File: src/rtl/ram_port_arbiter.sv
// ram_port_arbiter: round-robin sharing of one single-port register-file RAM by two requesters.
// Define ARB_LOCK_EN to add per-port lock ownership with a 16-cycle idle timeout.
module ram_port_arbiter #(
    parameter int DATA_W = 8,
    parameter int ADDR_W = 6,
    parameter int DEPTH  = 64,
    parameter int CNT_W  = 16
) (
    input  logic              clk,
    input  logic              rst,
    input  logic              a_req,
    input  logic              a_we,
    input  logic [ADDR_W-1:0] a_addr,
    input  logic [DATA_W-1:0] a_wdata,
    output logic              a_gnt,
    output logic              a_rvalid,
    output logic [DATA_W-1:0] a_rdata,
    input  logic              b_req,
    input  logic              b_we,
    input  logic [ADDR_W-1:0] b_addr,
    input  logic [DATA_W-1:0] b_wdata,
    output logic              b_gnt,
    output logic              b_rvalid,
    output logic [DATA_W-1:0] b_rdata,
`ifdef ARB_LOCK_EN
    input  logic              a_lock,
    input  logic              b_lock,
`endif
    output logic [CNT_W-1:0]  conflict_cnt,
    input  logic              conflict_clr
);

    localparam int IDX_W = (DEPTH > 1) ? $clog2(DEPTH) : 1;
    localparam logic [ADDR_W:0] DEPTH_V = (ADDR_W + 1)'(DEPTH);

    logic [DATA_W-1:0] mem [DEPTH];

    logic              rr_pri_b;
    logic              block_a;
    logic              block_b;
    logic              both_req;

    logic              acc_go;
    logic              acc_we;
    logic              acc_hit;
    logic [ADDR_W-1:0] acc_addr;
    logic [IDX_W-1:0]  acc_idx;
    logic [DATA_W-1:0] acc_wdata;
    logic [DATA_W-1:0] acc_rword;

    assign both_req = a_req & b_req;

`ifdef ARB_LOCK_EN
    typedef enum logic [1:0] {
        OWN_NONE,
        OWN_A,
        OWN_B
    } owner_e;

    owner_e     owner_q;
    owner_e     owner_d;
    logic [3:0] idle_q;
    logic [3:0] idle_d;

    always_ff @(posedge clk or posedge rst) begin
        if (rst) begin
            owner_q <= OWN_NONE;
            idle_q  <= '0;
        end else begin
            owner_q <= owner_d;
            idle_q  <= idle_d;
        end
    end

    // Idle counter only runs while the owner is not requesting.
    always_comb begin
        owner_d = owner_q;
        idle_d  = '0;
        unique case (owner_q)
            OWN_NONE: begin
                if (a_gnt && a_lock) begin
                    owner_d = OWN_A;
                end else if (b_gnt && b_lock) begin
                    owner_d = OWN_B;
                end
            end
            OWN_A: begin
                if (a_req) begin
                    if (a_gnt && !a_lock) begin
                        owner_d = OWN_NONE;
                    end
                end else if (idle_q == 4'hF) begin
                    owner_d = OWN_NONE;
                end else begin
                    idle_d = idle_q + 4'd1;
                end
            end
            OWN_B: begin
                if (b_req) begin
                    if (b_gnt && !b_lock) begin
                        owner_d = OWN_NONE;
                    end
                end else if (idle_q == 4'hF) begin
                    owner_d = OWN_NONE;
                end else begin
                    idle_d = idle_q + 4'd1;
                end
            end
            default: begin
                owner_d = OWN_NONE;
            end
        endcase
    end

    always_comb begin
        block_a = (owner_q == OWN_B);
        block_b = (owner_q == OWN_A);
    end
`else
    assign block_a = 1'b0;
    assign block_b = 1'b0;
`endif

    // A blocked competitor is treated as absent from the contest.
    always_comb begin
        a_gnt = a_req & ~block_a & (~b_req | block_b | ~rr_pri_b);
        b_gnt = b_req & ~block_b & (~a_req | block_a | rr_pri_b);
    end

    always_ff @(posedge clk or posedge rst) begin
        if (rst) begin
            rr_pri_b <= 1'b0;
        end else if (both_req) begin
            rr_pri_b <= a_gnt;
        end
    end

    always_comb begin
        acc_go    = a_gnt | b_gnt;
        acc_we    = a_gnt ? a_we    : b_we;
        acc_addr  = a_gnt ? a_addr  : b_addr;
        acc_wdata = a_gnt ? a_wdata : b_wdata;
        acc_hit   = ({1'b0, acc_addr} < DEPTH_V);
        acc_idx   = acc_addr[IDX_W-1:0];
        acc_rword = acc_hit ? mem[acc_idx] : '0;
    end

    always_ff @(posedge clk) begin
        if (acc_go && acc_we && acc_hit) begin
            mem[acc_idx] <= acc_wdata;
        end
    end

    always_ff @(posedge clk or posedge rst) begin
        if (rst) begin
            a_rvalid <= 1'b0;
            a_rdata  <= '0;
            b_rvalid <= 1'b0;
            b_rdata  <= '0;
        end else begin
            a_rvalid <= a_gnt & ~a_we;
            b_rvalid <= b_gnt & ~b_we;
            if (a_gnt && !a_we) begin
                a_rdata <= acc_rword;
            end
            if (b_gnt && !b_we) begin
                b_rdata <= acc_rword;
            end
        end
    end

    always_ff @(posedge clk or posedge rst) begin
        if (rst) begin
            conflict_cnt <= '0;
        end else if (conflict_clr) begin
            conflict_cnt <= '0;
        end else if (both_req && (conflict_cnt != '1)) begin
            conflict_cnt <= conflict_cnt + 1'b1;
        end
    end

endmodule

File: config.mk
export PLATFORM = sky130hd
export DESIGN_NAME = ram_port_arbiter
export DESIGN_NICKNAME = d
export VERILOG_FILES = /design/src/rtl/ram_port_arbiter.sv
export SDC_FILE = /design/constraint.sdc
export NUM_CORES = 1
export LEC_CHECK = 0
export ABC_CLOCK_PERIOD_IN_PS = 3700
export CAP_MARGIN = 25
export CORE_MARGIN = 2
export CORE_UTILIZATION = 40
export CTS_CLUSTER_SIZE = 12
export DETAILED_ROUTE_END_ITERATION = 10
export PLACE_DENSITY = 0.62
export SLEW_MARGIN = 20
export SYNTH_ARGS = -nofsm -noshare
export SYNTH_HDL_FRONTEND = slang
export SYNTH_SLANG_ARGS = --single-unit
export TNS_END_PERCENT = 100
File: constraint.sdc
create_clock -name clk -period 3.7 [get_ports clk]
set_input_delay 0.74 -clock clk [delete_from_list [all_inputs] [get_ports clk]]
set_output_delay 0.74 -clock clk [all_outputs]
set_load 0.005 [all_outputs]
==> results.json, run 1 <==
{
  "status": "complete, no violations",
  "cp-startpoint": "a_req",
  "total_power_of_the_final_layout_uw": 14900,
  "post_synth_instance_area_um2": 22800,
  "drt_wl_total_um": 69200,
  "layout_nets": 1808,
  "static-leakage-power_uw": 0.00927,
  "hold_path_class": "register to register",
  "ys_seq_area_frac": 0.713,
  "hold_viol_final": 0,
  "post_synth_inst_count": 1509,
  "worst_r2r_startpoint": "rr_pri_b",
  "layout.cells.most_common_list": "edfxtp_1, buf_4, a22oi_1",
  "route.detailed.drc": 0,
  "cts-root-buf": "clkbuf_16",
  "worstPathMaxFanout": 6,
  "postSynthNetCount": 1545,
  "post_layout_min_period_ns": 3.47,
  "grt_antenna_before_repair": 0,
  "yosys_warnings": 0,
  "floorplan.initialDensity": 0.404,
  "min_period_over_period": 0.938,
  "clock_sinks": 547,
  "critical_path_class": "primary input to register",
  "synth_compound_area_frac": 0.114,
  "syn-mean-instance-area_um2": 15.1,
  "asyncSetResetFlopFracSynth": 0.0640,
  "tritoncts.num_buffers": 55,
  "clk_latency_ns": 0.64,
  "tightest_slew_ns": 1.01,
  "wl_per_cell_um": 26.9,
  "global_route.overflow_total": 0,
  "vias": 15700,
  "depth_of_the_worst_register_to_register_path": 10,
  "cellPowerDensity_nw_per_um2": 532,
  "startpoint_type": "primary input",
  "grt_pass1_wl_um": 102000,
  "floorplan.rows": 87,
  "synth-simple-area-share": 0.0897,
  "vdd.ir_drop.worst_mv": 0.351,
  "worstReg2RegEnd": "a_rdata[1]",
  "clockBufferDepth": 3,
  "final_common_cell": "edfxtp_1",
  "timing.clock.skew_ns": 0.0409,
  "dpl.hpwl_um": 45200,
  "io_pins": 71,
  "fp.dieArea_um2": 58900,
  "final_antenna_net_count": 0,
  "placed_cell_area_um2": 26300,
  "layout.cell_area.non_filler_um2": 27900,
  "synth_xor_xnor_area_share": 0.00423,
  "core_region_um2": 56400,
  "synth.area.mux_share": 0.0555,
  "post_cts.repair.setup_buffers": 0,
  "maxCapViolations": 0,
  "finish.utilization": 0.496,
  "synthFlopType": "edfxtp_1",
  "tritoncts_clock_tree": "built",
  "cts_htree_levels": 2,
  "crit_arrival_ns": 3.97,
  "clk_pin_slew_worst_paths_ns": 0.06,
  "yosys_register_bits": 547,
  "drt_first_pass_iters": 6,
  "headroom_to_the_max_slew_limit": 0.323,
  "n_antenna_cell": 0,
  "hold_path_startpoint": "b_rdata[5]",
  "yosys.area_share.adder": 0.000549,
  "hold_depth": 1,
  "number_of_global_route_vias_before_repair": 15200,
  "synth_top_family_by_area": "compound AO/OA/AOI/OAI gates",
  "unique_cell_type_count_in_the_yosys_netlist": 61,
  "cp.required_ns": 4.20,
  "first_iter_violations": 2006,
  "hold_path_end": "b_rdata[5]",
  "grtUsageTotal": 0.233,
  "layout-drive-gt1-share": 0.208,
  "max_clock_freq_mhz": 288,
  "synth-edff-count": 512,
  "setup.worst_path.end_class": "register",
  "rsz0062_at_grt": "no",
  "finalWeightedCongestion": 0.865,
  "area_delta_synth_final_pct": 22.6,
  "final_max_slew_viol_count": 0,
  "i_o_buffers": 70,
  "register_to_register_path_setup_slack_ns": 0.40,
  "setup_violations": 0,
  "grt_start_max_net_pins": 68,
  "fp.dieH_um": 243,
  "fp.dieW_um": 243,
  "post_drt_via_cell_ratio": 6.09
}
-- cells in the mapped netlist, types with 8 or more instances --
library cell	n	area, um2
nand2b_1	8	50.1
nor2_1	97	364
o22ai_1	22	138
a41oi_1	8	70.1
mux2_2	35	394
nand2_1	76	285
buf_1	10	37.5
mux2i_1	84	841
dfrtp_1	35	876
nand3_1	15	75.1
nand4b_1	59	517
a2111oi_0	16	140
nand4_1	32	200
edfxtp_1	512	15400
nor2b_1	8	50.1
nor3_1	13	65.1
a21oi_1	15	75.1
a31oi_1	31	194
o21ai_0	19	95.1
a22o_1	14	123
nor4b_1	14	123
nand3b_1	11	82.6
buf_2	19	95.1
clkbuf_1	77	289
a22oi_1	102	766
a221oi_1	76	666
or3_1	10	62.6
-- registers in the layout, summed over array words and instances (netlist names) --
| signal | count |
|---|---|
| a_rvalid | 1 |
| b_rdata | 8 |
| rr_pri_b | 1 |
| mem | 512 |
| b_rvalid | 1 |
| a_rdata | 8 |
| conflict_cnt | 16 |
-- cell families (layout without fill, tap and decap cells) --
group / count (synthesis) / count (layout)
flops: 547 / 547
simple gates: 366 / 366
compound gates: 341 / 341
buf+inv: 122 / 426
mux: 121 / 121
xor+xnor: 11 / 11
fa+ha+maj: 1 / 1
-- power breakdown --
part,switching [uW],internal (uW)
logic,1450,1010
registers,121,7130
clock network,2330,2830
-- stage by stage --
stage / cells / TNS (ns) / hold WS [ns] / setup slack [ns]
2_1_floorplan: 1509 / 0 / 0.479 / 0.423
5_1_grt: 2569 / 0 / 0.556 / 0.0430
6_report: 2569 / 0 / 0.534 / 0.229
3_5_place_dp: 2468 / -5.46 / 0.519 / -0.566
4_1_cts: 2566 / 0 / 0.535 / 0.0571
3_3_place_gp: 2467 / -4.89 / 0.501 / -0.575
-- worst max path at each step --
stage / to / depth (start not counted) / slack (ns)
6_report: a_rdata[1] / 11 / 0.23
5_1_grt: a_rdata[3] / 11 / 0.04
4_1_cts: a_rdata[1] / 11 / 0.06
3_5_place_dp: a_rdata[1] / 11 / -0.57
3_3_place_gp: a_rdata[1] / 11 / -0.57
2_1_floorplan: mem[0][0] / 8 / 0.42
-- layer usage --
layer / global-route usage / share of wire
met3: 0.0562 / 0.11
met5: 0 / 0
met4: 0.0769 / 0.033
met2: 0.360 / 0.45
met1: 0.326 / 0.41
-- what timing repair did --
item / 4_1_cts / 5_1_grt
endpoints found under the hold margin: 0 / 0
setup endpoints to repair: 0 / 2
resized for setup: 0 / 1
hold buffers: 0 / 0
-- area by class of cell --
class	instances	area (um2)
Clock buffer	84	1520
Clock inverter	14	108
Fill cell	4733	28400
Inverter	8	32.5
Multi-Input combinational cell	840	6100
Sequential cell	547	16300
Tap cell	756	946
Timing Repair Buffer	320	3000
-- critical path: stages --
cell and delay, ns:
clkdlybuf4s50_1 0.48, a21bo_4 0.28, buf_4 0.20, mux2_4 0.35
a2111oi_0 0.53, buf_4 0.20, a31oi_1 0.13, nor4_2 0.44
buf_4 0.20, o2111ai_1 0.12, mux2_2 0.30
No activity file was read; power rests on OpenSTA's default activity.
==> run 2, diff against run 1 <==
==> constraint.sdc (replaced) <==
create_clock -name clk -period 3.7 [get_ports clk]
set_input_delay 0.74 -clock clk [delete_from_list [all_inputs] [get_ports clk]]
set_output_delay 0.74 -clock clk [all_outputs]
set_load 0.1 [all_outputs]
==> run 2 against run 1 <==
  * The run now ends with negative setup slack left
  * Fmax decreased by 7.4%
  * Clock power about the same
  * Combinational power increased by 29%
  * Wire length increased by 0.15%
  * Final cell count decreased by 0.27%
  * First-iteration DRC count increased by 18%
  * Worst hold slack improved by 0.0059 ns
  * Clock skew decreased by 0.014 ns
  * Power increased by 4.7%
  * Register-to-register slack got worse by 0.23 ns
  * Critical endpoint is now a_rdata[5]
  * Largest power group unchanged
==> results.json, run 2 (synthesized netlist as in run 1, its figures left out) <==
{
  "post_layout_min_period_ns": 3.75,
  "wl_per_cell_um": 27.0,
  "hold_path_startpoint": "rr_pri_b",
  "clockBufferDepth": 3,
  "worstPathMaxFanout": 21,
  "route.detailed.drc": 0,
  "register_to_register_path_setup_slack_ns": 0.17,
  "tritoncts_clock_tree": "built",
  "crit_arrival_ns": 4.25,
  "cellPowerDensity_nw_per_um2": 556,
  "number_of_global_route_vias_before_repair": 15300,
  "drt_first_pass_iters": 8,
  "grt.busiest_layer": "met2",
  "worstReg2RegEnd": "a_rdata[5]",
  "hold_path_end": "rr_pri_b",
  "layout.cells.most_common_list": "edfxtp_1, buf_4, a22oi_1",
  "floorplan.rows": 87,
  "grt_antenna_before_repair": 0,
  "grt_pass1_wl_um": 103000,
  "grt_util_met3": 0.0437,
  "i_o_buffers": 70,
  "static-leakage-power_uw": 0.00932,
  "critical-path-max-stage-delay_ns": 0.75,
  "final_max_slew_viol_count": 0,
  "placed_cell_area_um2": 26400,
  "final_antenna_net_count": 0,
  "rsz0062_at_grt": "no",
  "post_cts_resize_count": 1,
  "use_met1": 0.325,
  "grt.met2_usage": 0.370,
  "failed_checks": "negative setup slack",
  "io_pins": 71,
  "finish.utilization": 0.497,
  "critical_path_class": "primary input to register",
  "fp.dieArea_um2": 58900,
  "headroom_to_the_max_slew_limit": 0.296,
  "hold_viol_final": 0,
  "cp.required_ns": 4.20,
  "critical_path.cell_chain": "clkdlybuf4s50_1, a21bo_4, inv_4, buf_12, mux2_2, a2111oi_0, buf_4, a31oi_1, nor3_1, buf_4, nand4_1, mux2_2",
  "clk_latency_ns": 0.62,
  "startpoint_type": "primary input",
  "hold_buffers": 0,
  "total_buffers_and_inverters_traversed_by_the_critical_path": 5,
  "finalWorstSetupSlack_ns": -0.0461,
  "critical_path.slowest_cell": "a2111oi_0",
  "global_route.overflow_total": 0,
  "min_period_over_period": 1.01,
  "vdd.ir_drop.worst_mv": 0.410,
  "fp.dieH_um": 243,
  "post_drt_via_cell_ratio": 6.11,
  "first_iter_violations": 2370,
  "depth_of_the_worst_register_to_register_path": 11,
  "max_clock_freq_mhz": 267,
  "setup.worst_path.end_class": "register",
  "dp.cells": 2473,
  "vias": 15700,
  "layout.cell_area.non_filler_um2": 28000,
  "dpl.hpwl_um": 44900,
  "floorplan.initialDensity": 0.404,
  "max_flop_register": "mem",
  "worst_hold_slack_ns": 0.540,
  "grt_start_max_net_pins": 75,
  "core_region_um2": 56400,
  "hold_depth": 1,
  "n_antenna_cell": 0,
  "drt_wl_total_um": 69300,
  "final_common_cell": "edfxtp_1",
  "tritoncts.num_buffers": 55,
  "hold_path_class": "register to register",
  "worst_r2r_startpoint": "rr_pri_b",
  "clock_sinks": 547,
  "finalWeightedCongestion": 0.880,
  "cp_top_family": "buffers and inverters",
  "setup_violations": 2,
  "cts-root-buf": "clkbuf_16",
  "reg.largest.list": "mem x512, conflict_cnt x16",
  "layout-drive-gt1-share": 0.212,
  "largest_reg_flops": 512,
  "fp.dieW_um": 243,
  "grtUsageTotal": 0.233,
  "maxCapViolations": 0,
  "post_cts.repair.setup_buffers": 0,
  "layout_nets": 1811,
  "timing.clock.skew_ns": 0.0266,
  "tightest_slew_ns": 1.05,
  "clk_pin_slew_worst_paths_ns": 0.06,
  "area_delta_synth_final_pct": 22.9,
  "status": "complete, but fails checks",
  "post_layout_nonfiller_instances": 2562,
  "cts_htree_levels": 2
}
## run 2: worst max-delay path by stage
stage,startpoint,slack [ns],end,cells past startpoint
finish,a_req,-0.05,a_rdata[5],12
global placement,b_req,-0.62,a_rdata[3],11
detailed placement,b_req,-0.65,b_rdata[3],11
global route,a_req,0.0008,b_rdata[3],12
CTS,a_req,0.09,b_rdata[5],12
floorplan,a_req,0.12,mem[0][0],8
## run 2: area by class of cell
cell class                      count  area (um2)
Tap cell                          756         946
Fill cell                        4779       28400
Clock inverter                     15         140
Multi-Input combinational cell    840        6100
Inverter                            8        32.5
Sequential cell                   547       16300
Clock buffer                       73        1460
Timing Repair Buffer              323        3080
## run 2: power breakdown
group	total, uW	internal, uW	switching [uW]
registers	7240	7130	113
clock network	5150	2880	2270
logic	3170	1030	2140
## run 2: routing by layer
metal,vias up,part of all wire
met1,7958,0.41
li1,6718,-
met5,-,0
met2,849,0.47
met3,127,0.096
met4,0,0.027
## run 2: metrics by stage
stage | total power [uW] | TNS (ns) | setup slack (ns)
floorplan | 9090 | 0 | 0.116
global placement | 10500 | -4.90 | -0.623
detailed placement | 10500 | -4.92 | -0.648
CTS | 15600 | 0 | 0.0900
global route | 16000 | 0 | 0.000814
finish | 15600 | -0.0919 | -0.0461
## run 2: worst reg2reg max path, stage by stage, from the launching register on
cell       delay (ns)
dfrtp_1          0.42
a21bo_4          0.29
inv_4            0.14
buf_12           0.20
mux2_2           0.36
a2111oi_0        0.75
buf_4            0.24
a31oi_1          0.12
nor3_1           0.33
buf_4            0.18
nand4_1          0.09
mux2_2           0.31
